File: src/rtl/ex_hazard_ctrl.sv
// Execute-stage hazard and sequencing controller for the 5-stage RV32I pipeline.
// Produces EX operand forward selects, load-use stalls, branch flushes, a
// multi-cycle hold of EX for long-latency ops, and saturating perf counters.
module ex_hazard_ctrl #(
    parameter int MUL_LAT = 4,
    parameter int CNT_W   = 16
) (
    input  logic             clk,
    input  logic             rst,
    input  logic [4:0]       Rs1_D,
    input  logic [4:0]       Rs2_D,
    input  logic [4:0]       Rs1_E,
    input  logic [4:0]       Rs2_E,
    input  logic [4:0]       RD_E,
    input  logic [4:0]       RD_M,
    input  logic [4:0]       RD_W,
    input  logic             RegWriteM,
    input  logic             RegWriteW,
    input  logic             ResultSrcE,
    input  logic             PCSrcE,
    input  logic             LongOpE,
    input  logic             cnt_clr,
    output logic [1:0]       ForwardA_E,
    output logic [1:0]       ForwardB_E,
    output logic             StallF,
    output logic             StallD,
    output logic             StallE,
    output logic             FlushD,
    output logic             FlushE,
    output logic             BubbleM,
    output logic             LongBusy,
    output logic             LongDone,
    output logic [CNT_W-1:0] stall_cnt,
    output logic [CNT_W-1:0] flush_cnt
);

    localparam logic [1:0] IDLE = 2'd0;
    localparam logic [1:0] BUSY = 2'd1;
    localparam logic [1:0] DONE = 2'd2;

    // BUSY lasts MUL_LAT-2 cycles; the entry cycle and DONE make up the rest.
    localparam logic [3:0] LAT_LOAD = 4'(MUL_LAT - 2);

    localparam logic [CNT_W-1:0] CNT_MAX  = {CNT_W{1'b1}};
    localparam logic [CNT_W-1:0] CNT_ZERO = {CNT_W{1'b0}};
    localparam logic [CNT_W-1:0] CNT_ONE  = CNT_W'(1);

    logic [1:0] state_r;
    logic [1:0] state_nxt_s;
    logic [3:0] lat_r;
    logic [3:0] lat_nxt_s;
    logic       lu_s;
    logic       long_hold_s;

    // Forward select for one operand: M stage beats W stage, x0 never forwards.
    function automatic logic [1:0] fwd_sel(
        input logic [4:0] rs,
        input logic       we_m,
        input logic [4:0] rd_m,
        input logic       we_w,
        input logic [4:0] rd_w
    );
        if (we_m && (rd_m != 5'd0) && (rd_m == rs)) begin
            fwd_sel = 2'b10;
        end else if (we_w && (rd_w != 5'd0) && (rd_w == rs)) begin
            fwd_sel = 2'b01;
        end else begin
            fwd_sel = 2'b00;
        end
    endfunction

    // Hazard detection and prioritised pipeline controls; all held low in reset.
    always_comb begin
        ForwardA_E  = 2'b00;
        ForwardB_E  = 2'b00;
        StallF      = 1'b0;
        StallD      = 1'b0;
        StallE      = 1'b0;
        FlushD      = 1'b0;
        FlushE      = 1'b0;
        BubbleM     = 1'b0;
        LongBusy    = 1'b0;
        LongDone    = 1'b0;
        lu_s        = ResultSrcE && (RD_E != 5'd0) &&
                      ((RD_E == Rs1_D) || (RD_E == Rs2_D));
        long_hold_s = (state_r == BUSY) || ((state_r == IDLE) && LongOpE);
        if (!rst) begin
            ForwardA_E = 2'b00;
            ForwardB_E = 2'b00;
        end else begin
            ForwardA_E = fwd_sel(Rs1_E, RegWriteM, RD_M, RegWriteW, RD_W);
            ForwardB_E = fwd_sel(Rs2_E, RegWriteM, RD_M, RegWriteW, RD_W);
            LongBusy   = (state_r == BUSY);
            LongDone   = (state_r == DONE);
            if (long_hold_s) begin
                StallF  = 1'b1;
                StallD  = 1'b1;
                StallE  = 1'b1;
                BubbleM = 1'b1;
            end else if (PCSrcE) begin
                FlushD = 1'b1;
                FlushE = 1'b1;
            end else if (lu_s) begin
                StallF = 1'b1;
                StallD = 1'b1;
                FlushE = 1'b1;
            end else begin
                StallF = 1'b0;
            end
        end
    end

    // Long-op sequencing: entry -> BUSY countdown -> single DONE cycle.
    always_comb begin
        state_nxt_s = state_r;
        lat_nxt_s   = lat_r;
        case (state_r)
            IDLE: begin
                if (LongOpE) begin
                    lat_nxt_s   = LAT_LOAD;
                    state_nxt_s = (LAT_LOAD == 4'd0) ? DONE : BUSY;
                end else begin
                    lat_nxt_s   = 4'd0;
                end
            end
            BUSY: begin
                if (lat_r <= 4'd1) begin
                    lat_nxt_s   = 4'd0;
                    state_nxt_s = DONE;
                end else begin
                    lat_nxt_s   = lat_r - 4'd1;
                end
            end
            DONE: begin
                lat_nxt_s   = 4'd0;
                state_nxt_s = IDLE;
            end
            default: begin
                lat_nxt_s   = 4'd0;
                state_nxt_s = IDLE;
            end
        endcase
    end

    // FSM state and latency counter registers; reset aborts any long op.
    always_ff @(posedge clk or negedge rst) begin
        if (!rst) begin
            state_r <= IDLE;
            lat_r   <= 4'd0;
        end else begin
            state_r <= state_nxt_s;
            lat_r   <= lat_nxt_s;
        end
    end

    // Saturating stall/flush counters; a clear beats a same-cycle increment.
    always_ff @(posedge clk or negedge rst) begin
        if (!rst) begin
            stall_cnt <= CNT_ZERO;
            flush_cnt <= CNT_ZERO;
        end else if (cnt_clr) begin
            stall_cnt <= CNT_ZERO;
            flush_cnt <= CNT_ZERO;
        end else begin
            if (StallF && (stall_cnt != CNT_MAX)) begin
                stall_cnt <= stall_cnt + CNT_ONE;
            end
            if (FlushD && (flush_cnt != CNT_MAX)) begin
                flush_cnt <= flush_cnt + CNT_ONE;
            end
        end
    end

endmodule

File: config.mk
export PLATFORM = sky130hd
export DESIGN_NAME = ex_hazard_ctrl
export DESIGN_NICKNAME = d
export VERILOG_FILES = /design/src/rtl/ex_hazard_ctrl.sv
export SDC_FILE = /design/constraint.sdc
export NUM_CORES = 1
export LEC_CHECK = 0
export ABC_AREA = 1
export BUFFER_PORTS_ARGS = -buffer_cell sky130_fd_sc_hd__buf_2
export CAP_MARGIN = 20
export CORE_ASPECT_RATIO = 1.25
export CORE_MARGIN = 2
export CORE_UTILIZATION = 55
export DETAILED_ROUTE_END_ITERATION = 10
export GPL_TIMING_DRIVEN = 1
export PLACE_DENSITY = 0.86
export SLEW_MARGIN = 20
export SYNTH_ARGS = -nofsm -noshare
export SYNTH_HDL_FRONTEND = slang
export SYNTH_SLANG_ARGS = --single-unit
export TNS_END_PERCENT = 30
File: constraint.sdc
create_clock -name clk -period 4.2 [get_ports clk]
set_clock_uncertainty 0.15 [all_clocks]
set_input_delay 0.42 -clock clk [delete_from_list [all_inputs] [get_ports clk]]
set_output_delay 0.42 -clock clk [all_outputs]
set_load 0.03 [all_outputs]
# Word level (Yosys, flattened, before mapping)
# Cells that the tools add are included.
# classes
magnitude_cmp,1
mux,30
n_reduce_logical,20
n_div,0
bitwise_logic,0
eq_ne,12
n_mul,0
shifts,0
addsub,3
# ops
operator,n
16-bit two-way mux,4
16-bit by 1-bit adder with 16-bit output (second input constant),2
16-bit inequality test (second input constant),2
5-bit equality test,6
1-bit two-way mux,16
5-bit nonzero test,3
2-bit two-way mux,7
1-bit logical AND,11
4-bit case mux with 2 select lines,1
4-bit by 1-bit <= comparator with 1-bit output (second input constant),1
4-bit two-way mux,1
2-bit case mux with 2 select lines,1
2-bit nonzero test,2
4-bit by 1-bit subtractor with 4-bit output (second input constant),1
2-bit by 1-bit equality test with 1-bit output (second input constant),1
2-bit equality test (second input constant),1
2-bit logical NOT,1
1-bit logical OR,2
2-bit by 1-bit inequality test with 1-bit output (second input constant),1
2-bit inequality test (second input constant),1
2-bit AND reduction,1
# word_totals
latch_bits,0
out_inout_bits,44
in_bits,43
ramBits,0
mem_count,0
regBits,38
elab_cells,70
mem_bits_ro,0

# Depth between registers and ports, before layout
# Gate-level depths: netlist (run 1).
# logic_depth
ltp_word,10
depth_mapped,12
depth_no_buf,11

# Worst setup path before layout (run 1)
# Ideal clock, no wire load.
# synth_timing
kind,input-to-output
startpoint,input port rst
endpoint,output port StallF
arrival_ps,1790
cell_stages,6
n_path_buf,2
path_slack_ps,1840
cell_sequence,inv_1 -> nor2_1 -> inv_1 -> nand2_2 -> buf_2 -> buf_4
# synth_between
elab_chain_cells,1
# synth_lines
item,line_no,rtl
start: declaration,9,"input logic rst,"
1-bit two-way mux,-,
end: declaration,25,"output logic StallF,"
# No other way between the ends.

# Worst setup path after layout (run 1)
# layout_timing
startpoint,register state_r[1]
endpoint,output port StallF
# layout_between
elab_chain_cells,5
elab_cells_between_ends,6
cone_classes,1 x eq/ne; 2 x mux; 3 x reduce/logical
# layout_lines
item,line_no,rtl
start: declaration,48,logic [1:0] state_r;
start signal: assignment,151,state_r <= state_nxt_s;
2-bit logical NOT,86,long_hold_s = (state_r == BUSY) || ((state_r == IDLE) && LongOpE);
1-bit logical AND,86,
1-bit logical OR *,86,
1-bit two-way mux *,95,if (long_hold_s) begin
1-bit two-way mux *,87,if (!rst) begin
# Every way passes the cells marked *; elsewhere a longest branch is shown, timed or not.

==> key figures, run 1 <==
Outcome
  – Status: completed

Setup path
  – Top Family by Delay on Critical Path: simple AND/OR/NAND/NOR gates
  – Worst setup startpoint: state_r[1]$_DFFE_PN0P_
  – CP Launch Type: register
  – Crit path buf inv count: 3
  – Critical-path maximum fanout: 19
  – CP cell instances: inv_1 -> o21ai_1 -> nor2_1 -> inv_1 -> nand2_2 -> buf_2
  – Largest stage delay on the critical path: 0.38 ns
  – Slowest CP cell: dfrtp_1
  – Worst path arrival time: 1.78 ns
  – Reg2reg start: stall_cnt[0]$_DFFE_PN0P_
  – Worst Path Class, Setup: reg -> out
  – CP Data Required Time: 3.63 ns
  – Critical Path End Type: output port
  – CP most frequent cell: inv_1

Logic synthesis
  – Post-synth EDFFs: 0
  – Synth area leader: dfrtp_1
  – Post-synth top area share: 0.3274
  – Async S/R FF share, synth: 1.000
  – Synthesized instance count: 405
  – Commonest register cell after synthesis: dfrtp_1
  – Sequential fraction of the synthesis area: 0.3274
  – Top cells by count, synth: nand2_1, inv_1, nor2_1, dfrtp_1, nand3_1
  – Count leader, synth: nand2_1
  – Syn Area/Cell: 7.170 µm²
  – Post-Syn Area: 2904 µm²
  – Ys Warns: 0
  – #FFs+latches synth: 38
  – Yosys cell types: 34
  – Synth top area cells: dfrtp_1, nand2_1, xor2_1
  – Mapped Nets: 452

Clock network
  – Clk root buf: clkbuf_8
  – Clock Latency Late Sink: 0.29 ns
  – H-tree depth: 2
  – Worst-path clk slew: 0.08 ns
  – Gates resized, CTS repair: 0
  – Clock tree buffer depth: 2
  – # Post-CTS Setup Buffers: 0
  – Clk sinks: 38
  – CTS tree: yes
  – CTS Buf Count: 5
  – Cts-stage hold buffer count: 0

Flow run
  – MaxCap Viol Count: 0

Floorplanning
  – Die extent in y: 85.24 µm
  – Row count: 29
  – Initial Util: 0.5717
  – Die W: 68.99 µm
  – Io pins: 87
  – Die area: 5881 µm²
  – Core area: 5080 µm²

Global routing
  – Antenna violations before repair: 0
  – Total Routing Usage GR: 0.2493
  – First-pass GRT wire length: 11.36 mm
  – Largest net degree at the start of global routing: 45
  – Number of global-route vias before repair: 2670
  – Grt total ovfl: 0

Pwr
  – Total power: 1.024 mW
  – Max IR drop VDD: 0.0001908 V
  – Static leakage: 1.902 nW
  – Pwr/cell area: 297.0 nW/µm²

STA
  – Minimum clock period: 2.351 ns
  – Slew HR: 0.5027
  – Worst setup margin: 1.849 ns
  – Hold slack final: 0.02877 ns
  – Final Hold Vio Count: 0
  – Worst Tran Pin Value: 0.7449 ns
  – Post-Route Setup TNS: 0 ns
  – # setup viols final: 0
  – Final period util: 0.5597
  – RSZ-0062 raised after global routing: no
  – Peak Freq: 425.4 MHz
  – Fin. max-slew vios: 0

Cells and area
  – Inserted Diodes: 0
  – Layout cells sized above 1: 0.2449
  – Finished Cell Area: 3447 µm²
  – Synth-to-Final Area Change: 18.70%
  – Final nets: 536

Placement
  – Placed cell areas: 3356 µm²
  – Gp weighted congestion: 0.9015
  – Dpl ws: 1.951 ns
  – # port buffers: 86
  – Detailed placement HPWL: 5.373 mm

Drt
  – Via-per-instance ratio: 5.264
  – Final ANT Viol Nets: 0
  – Initial drt markers: 70
  – Post-Route WL: 7.144 mm
  – Via count: 2906
  – 1st-pass router iterations: 4
  – Drt wl/cell: 12.94 µm
  – DRC Markers: 0

Worst hold path
  – Worst Hold Class: in -> async
-- cell type report --
class	instances	area, µm²
sequential	38	950.9
inverter	60	225.2
clock buffer	7	86.33
clock inverter	1	5.005
timing repair buffer	87	437.9
multi-input combinational	297	1664
fill	487	1633
tap	62	77.57
-- worst paths after layout --
path                                              to  cells after the start  slack, ns
min in group clk            flush_cnt[9]$_DFFE_PN0P_                      2       0.25
min reg2reg                       lat_r[0]$_DFF_PN0_                      1       0.37
max reg2reg                stall_cnt[10]$_DFFE_PN0P_                      8       2.04
max                                           StallF                      6       1.85
min                         flush_cnt[2]$_DFFE_PN0P_                      2       0.03
max in group asynchronous   stall_cnt[7]$_DFFE_PN0P_                      2       3.52
-- routing by layer --
layer  track usage  up-vias  part of all wire
li1              -     1477                 -
met1        0.2888     1338              0.41
met2        0.4607       85              0.51
met3       0.03979        6             0.062
met4       0.06417        0            0.0088
met5             0        -                 0
-- flip-flops by register name, summed over array words and instances (netlist names) --
register,flops
flush_cnt,16
lat_r,4
stall_cnt,16
state_r,2
-- kinds of logic after synthesis --
family                   share of synthesized area
buffers and inverters                      0.09952
XOR/XNOR                                    0.1206
AO/OA/AOI/OAI                              0.06980
adder cells (fa/ha/maj)                    0.01723
AND/OR/NAND/NOR                             0.3654
flip-flops                                  0.3274
-- cells in the final DEF (no fill, tap or decap) --
cell and count:
nor4_1 3, o21ai_4 1, xor2_1 26, nor2_1 40
ha_1 4, nand3b_2 1, nand2_1 92, dfrtp_1 38
nor3_2 1, nor2_4 1, o21ai_1 1, nand4_1 26
buf_2 86, o21bai_1 1, nand3_1 37, o21ai_2 8
clkbuf_8 6, nand3_2 3, nand2_4 2, or2_2 3
o41ai_1 1, nand3b_1 1, nand3b_4 1, a21oi_1 3
o31ai_1 4, xnor2_1 14, clkinv_2 1, clkbuf_1 1
nand2_2 1, inv_1 57, nor2_2 1, nor3_1 11
buf_4 1, inv_2 3, o21ai_0 10
-- metrics by stage --
| stage | util | std cells |
|---|---|---|
| final | 0.6786 | 552 |
| after global routing | 0.6786 | 552 |
| after global placement | 0.6606 | 544 |
| after floorplan | - | 405 |
| after CTS | 0.6786 | 552 |
| after detailed placement | 0.6606 | 544 |
-- power by group --
part / switching [mW] / total (mW) / internal (mW)
logic: 0.225 / 0.334 / 0.109
registers: 0.0279 / 0.427 / 0.400
clock network: 0.130 / 0.263 / 0.132
total: 0.383 / 1.02 / 0.641
-- worst register-to-register path, cell delays in order, from the launching register on --
cell and delay, ns:
dfrtp_1 0.42, ha_1 0.28, nand2_1 0.09, nor2_1 0.21
nand3_1 0.17, nand3b_4 0.32, nand2_4 0.26, nand3_1 0.11
nand2_1 0.10
No activity file was read; power rests on OpenSTA's default activity.
==> run 2, diff against run 1 <==
ABC_AREA = 0   (was 1)
CORE_UTILIZATION = 45   (was 55)
PLACE_DENSITY = 0.78   (was 0.86)
clock period = 2 ns   (was 4.2 ns; I/O delays follow)
==> run 2 against run 1 <==
Effect of this change: the run now ends with setup timing left; routed wire length is 2.0% lower; first-iteration DRC count up 130%; sequential power grew 110%; global-route usage shrank 1.8 points; sequential cell count did not move; setup slack worse by 2.0 ns.
==> key figures, run 2 <==
Cells and area
  – Finished Cell Area: 3643 µm²
  – Final nets: 460
  – Inserted Diodes: 0
  – FILL cells: 444
  – Non-Filler Instances: 478
  – Synth-to-Final Area Change: 48.12%
  – Commonest non-fill, non-tap cell in the layout: buf_2
  – Layout cells sized above 1: 0.4541
  – Most frequent cells in the layout: buf_2, buf_4, nor2_1, dfrtp_1, xor2_1
  – Util after Layout: 0.6788
  – Leading registers by flop count: flush_cnt (16), stall_cnt (16), lat_r (4)

Global routing
  – Antenna violations before repair: 0
  – First-pass GRT wire length: 11.32 mm
  – Total Routing Usage GR: 0.2312
  – Global routing met2 resource utilization: 0.4199
  – Grt total ovfl: 0
  – GR Util met1: 0.2638
  – Number of global-route vias before repair: 2574
  – Largest net degree at the start of global routing: 21
  – Gr busiest metal: met2
  – Grt met3 use: 0.04767

Placement
  – Detailed placement HPWL: 5.046 mm
  – Dpl ws: -0.3523 ns
  – Gp weighted congestion: 0.9097
  – Placed insts: 459
  – Placed cell areas: 3369 µm²
  – # port buffers: 86

STA
  – Hold slack final: 0.03860 ns
  – RSZ-0062 raised after global routing: yes
  – Final Hold Vio Count: 0
  – Slew HR: 0.6005
  – Fin. max-slew vios: 0
  – Post-Route Setup TNS: -1.976 ns
  – # setup viols final: 19
  – Minimum clock period: 2.188 ns
  – Final period util: 1.094
  – Peak Freq: 457.0 MHz
  – Worst Tran Pin Value: 0.5938 ns
  – Worst setup margin: -0.1883 ns

Drt
  – 1st-pass router iterations: 4
  – Drt wl/cell: 14.64 µm
  – Via count: 2583
  – Initial drt markers: 159
  – Post-Route WL: 6.999 mm
  – DRC Markers: 0
  – Final ANT Viol Nets: 0
  – Via-per-instance ratio: 5.404

Setup path
  – Worst setup endpoint: stall_cnt[11]$_DFFE_PN0P_
  – FF-to-FF path depth: 9
  – Critical Path End Type: register
  – Worst path arrival time: 2.22 ns
  – Worst setup startpoint: stall_cnt[0]$_DFFE_PN0P_
  – Reg2reg start: stall_cnt[0]$_DFFE_PN0P_
  – CP Data Required Time: 2.03 ns
  – R2r endpoint: stall_cnt[11]$_DFFE_PN0P_
  – CP Launch Type: register
  – FF-to-FF setup slack: -0.19 ns
  – Worst Path Class, Setup: reg -> reg
  – Critical-path maximum fanout: 5

Logic synthesis
  – Sequential fraction of the synthesis area: 0.3866
  – Synth area leader: dfrtp_1
  – #FFs+latches synth: 38
  – Synthesized instance count: 269
  – Top cells by count, synth: dfrtp_1, nor2_1, xor2_1, xnor2_1, nand3_1
  – Syn Area/Cell: 9.144 µm²
  – Synth top area cells: dfrtp_1, xor2_1, xnor2_1
  – Mapped Nets: 316
  – Post-synth top area share: 0.3866
  – Post-Syn Area: 2460 µm²
  – Commonest register cell after synthesis: dfrtp_1
  – Yosys cell types: 46
  – Async S/R FF share, synth: 1.000
  – Ys Warns: 0
  – Post-synth EDFFs: 0
  – Count leader, synth: dfrtp_1

Floorplanning
  – Io pins: 87
  – Die extent in y: 86.66 µm
  – Die W: 70.13 µm
  – Die area: 6077 µm²
  – Initial Util: 0.4583
  – Row count: 30
  – Core area: 5368 µm²

Pwr
  – Static leakage: 1.700 nW
  – Total power: 2.212 mW
  – Max IR drop VDD: 0.0004475 V
  – Pwr/cell area: 607.2 nW/µm²

Clock network
  – Clock tree buffer depth: 2
  – Clk root buf: clkbuf_8
  – Clk sinks: 38
  – CTS tree: yes
  – Worst-path clk slew: 0.09 ns
  – H-tree depth: 2
  – CTS Buf Count: 5
  – Clock Latency Late Sink: 0.30 ns

Worst hold path
  – Worst Hold Class: in -> reg
  – Hold Crit Depth: 3

Outcome
  – Status: complete, but fails checks
  – Failing checks: setup timing

Flow run
  – MaxCap Viol Count: 0
[run 2: critical path, cell delays in order (launching register included)]
cell and delay [ns]:
dfrtp_2 0.43, ha_4 0.16, nand4_1 0.14, nor4_4 0.05, buf_4 0.16, nor3_4 0.15, buf_12 0.14, a21oi_4 0.08
nor4_2 0.25, mux2_2 0.38
[run 2: layer usage]
metal | wire (µm) | share of wire | vias to the layer above
met1 | 2722 | 0.39 | 1225
met3 | 410 | 0.059 | 12
met5 | 0 | 0 | -
li1 | - | - | 1259
met2 | 3723 | 0.53 | 87
met4 | 142 | 0.020 | 0
[run 2: worst min-delay path by stage]
stage / from / end / slack, ns
6_report: LongOpE / state_r[0]$_DFFE_PN0P_ / 0.04
5_1_grt: LongOpE / state_r[0]$_DFFE_PN0P_ / 0.05
4_1_cts: LongOpE / state_r[0]$_DFFE_PN0P_ / 0.03
3_5_place_dp: rst / state_r[0]$_DFFE_PN0P_ / 0.08
3_3_place_gp: rst / state_r[1]$_DFFE_PN0P_ / 0.07
2_1_floorplan: rst / flush_cnt[0]$_DFFE_PN0P_ / -0.25
[run 2: layout make-up]
type                       instances  area, µm²  area share
multi-input combinational        216       1580      0.4337
clock inverter                     2      10.01    0.002747
sequential                        38      967.2      0.2655
tap                               64      80.08     0.02198
inverter                           9      33.78    0.009272
clock buffer                       6      72.57     0.01992
timing repair buffer             143      899.6      0.2469
[run 2: kinds of logic after synthesis]
kind of cell    Yosys count  synth area share
simple gates            119            0.2752
xor+xnor                 45            0.1602
compound gates           41            0.1063
flops                    38            0.3866
buf+inv                  18           0.03407
mux                       4           0.01729
fa+ha+maj                 4           0.02035
[run 2: what timing repair did]
item / CTS / global route
hold buffers: 3 / 0
hold endpoints to repair: 38 / 0
gates resized for setup: 12 / 7
buffers inserted: 4 / 4
cloned: 3 / 0
setup endpoints to repair: 21 / 22
pin swaps: 16 / 14
[run 2: power by group]
| part | leakage [nW] | internal (mW) | switching, mW | total [mW] |
|---|---|---|---|---|
| Combinational | 1.15 | 0.343 | 0.468 | 0.811 |
| Sequential | 0.503 | 0.834 | 0.0491 | 0.883 |
| Clock | 0.0450 | 0.242 | 0.276 | 0.518 |
| Total | 1.70 | 1.42 | 0.793 | 2.21 |
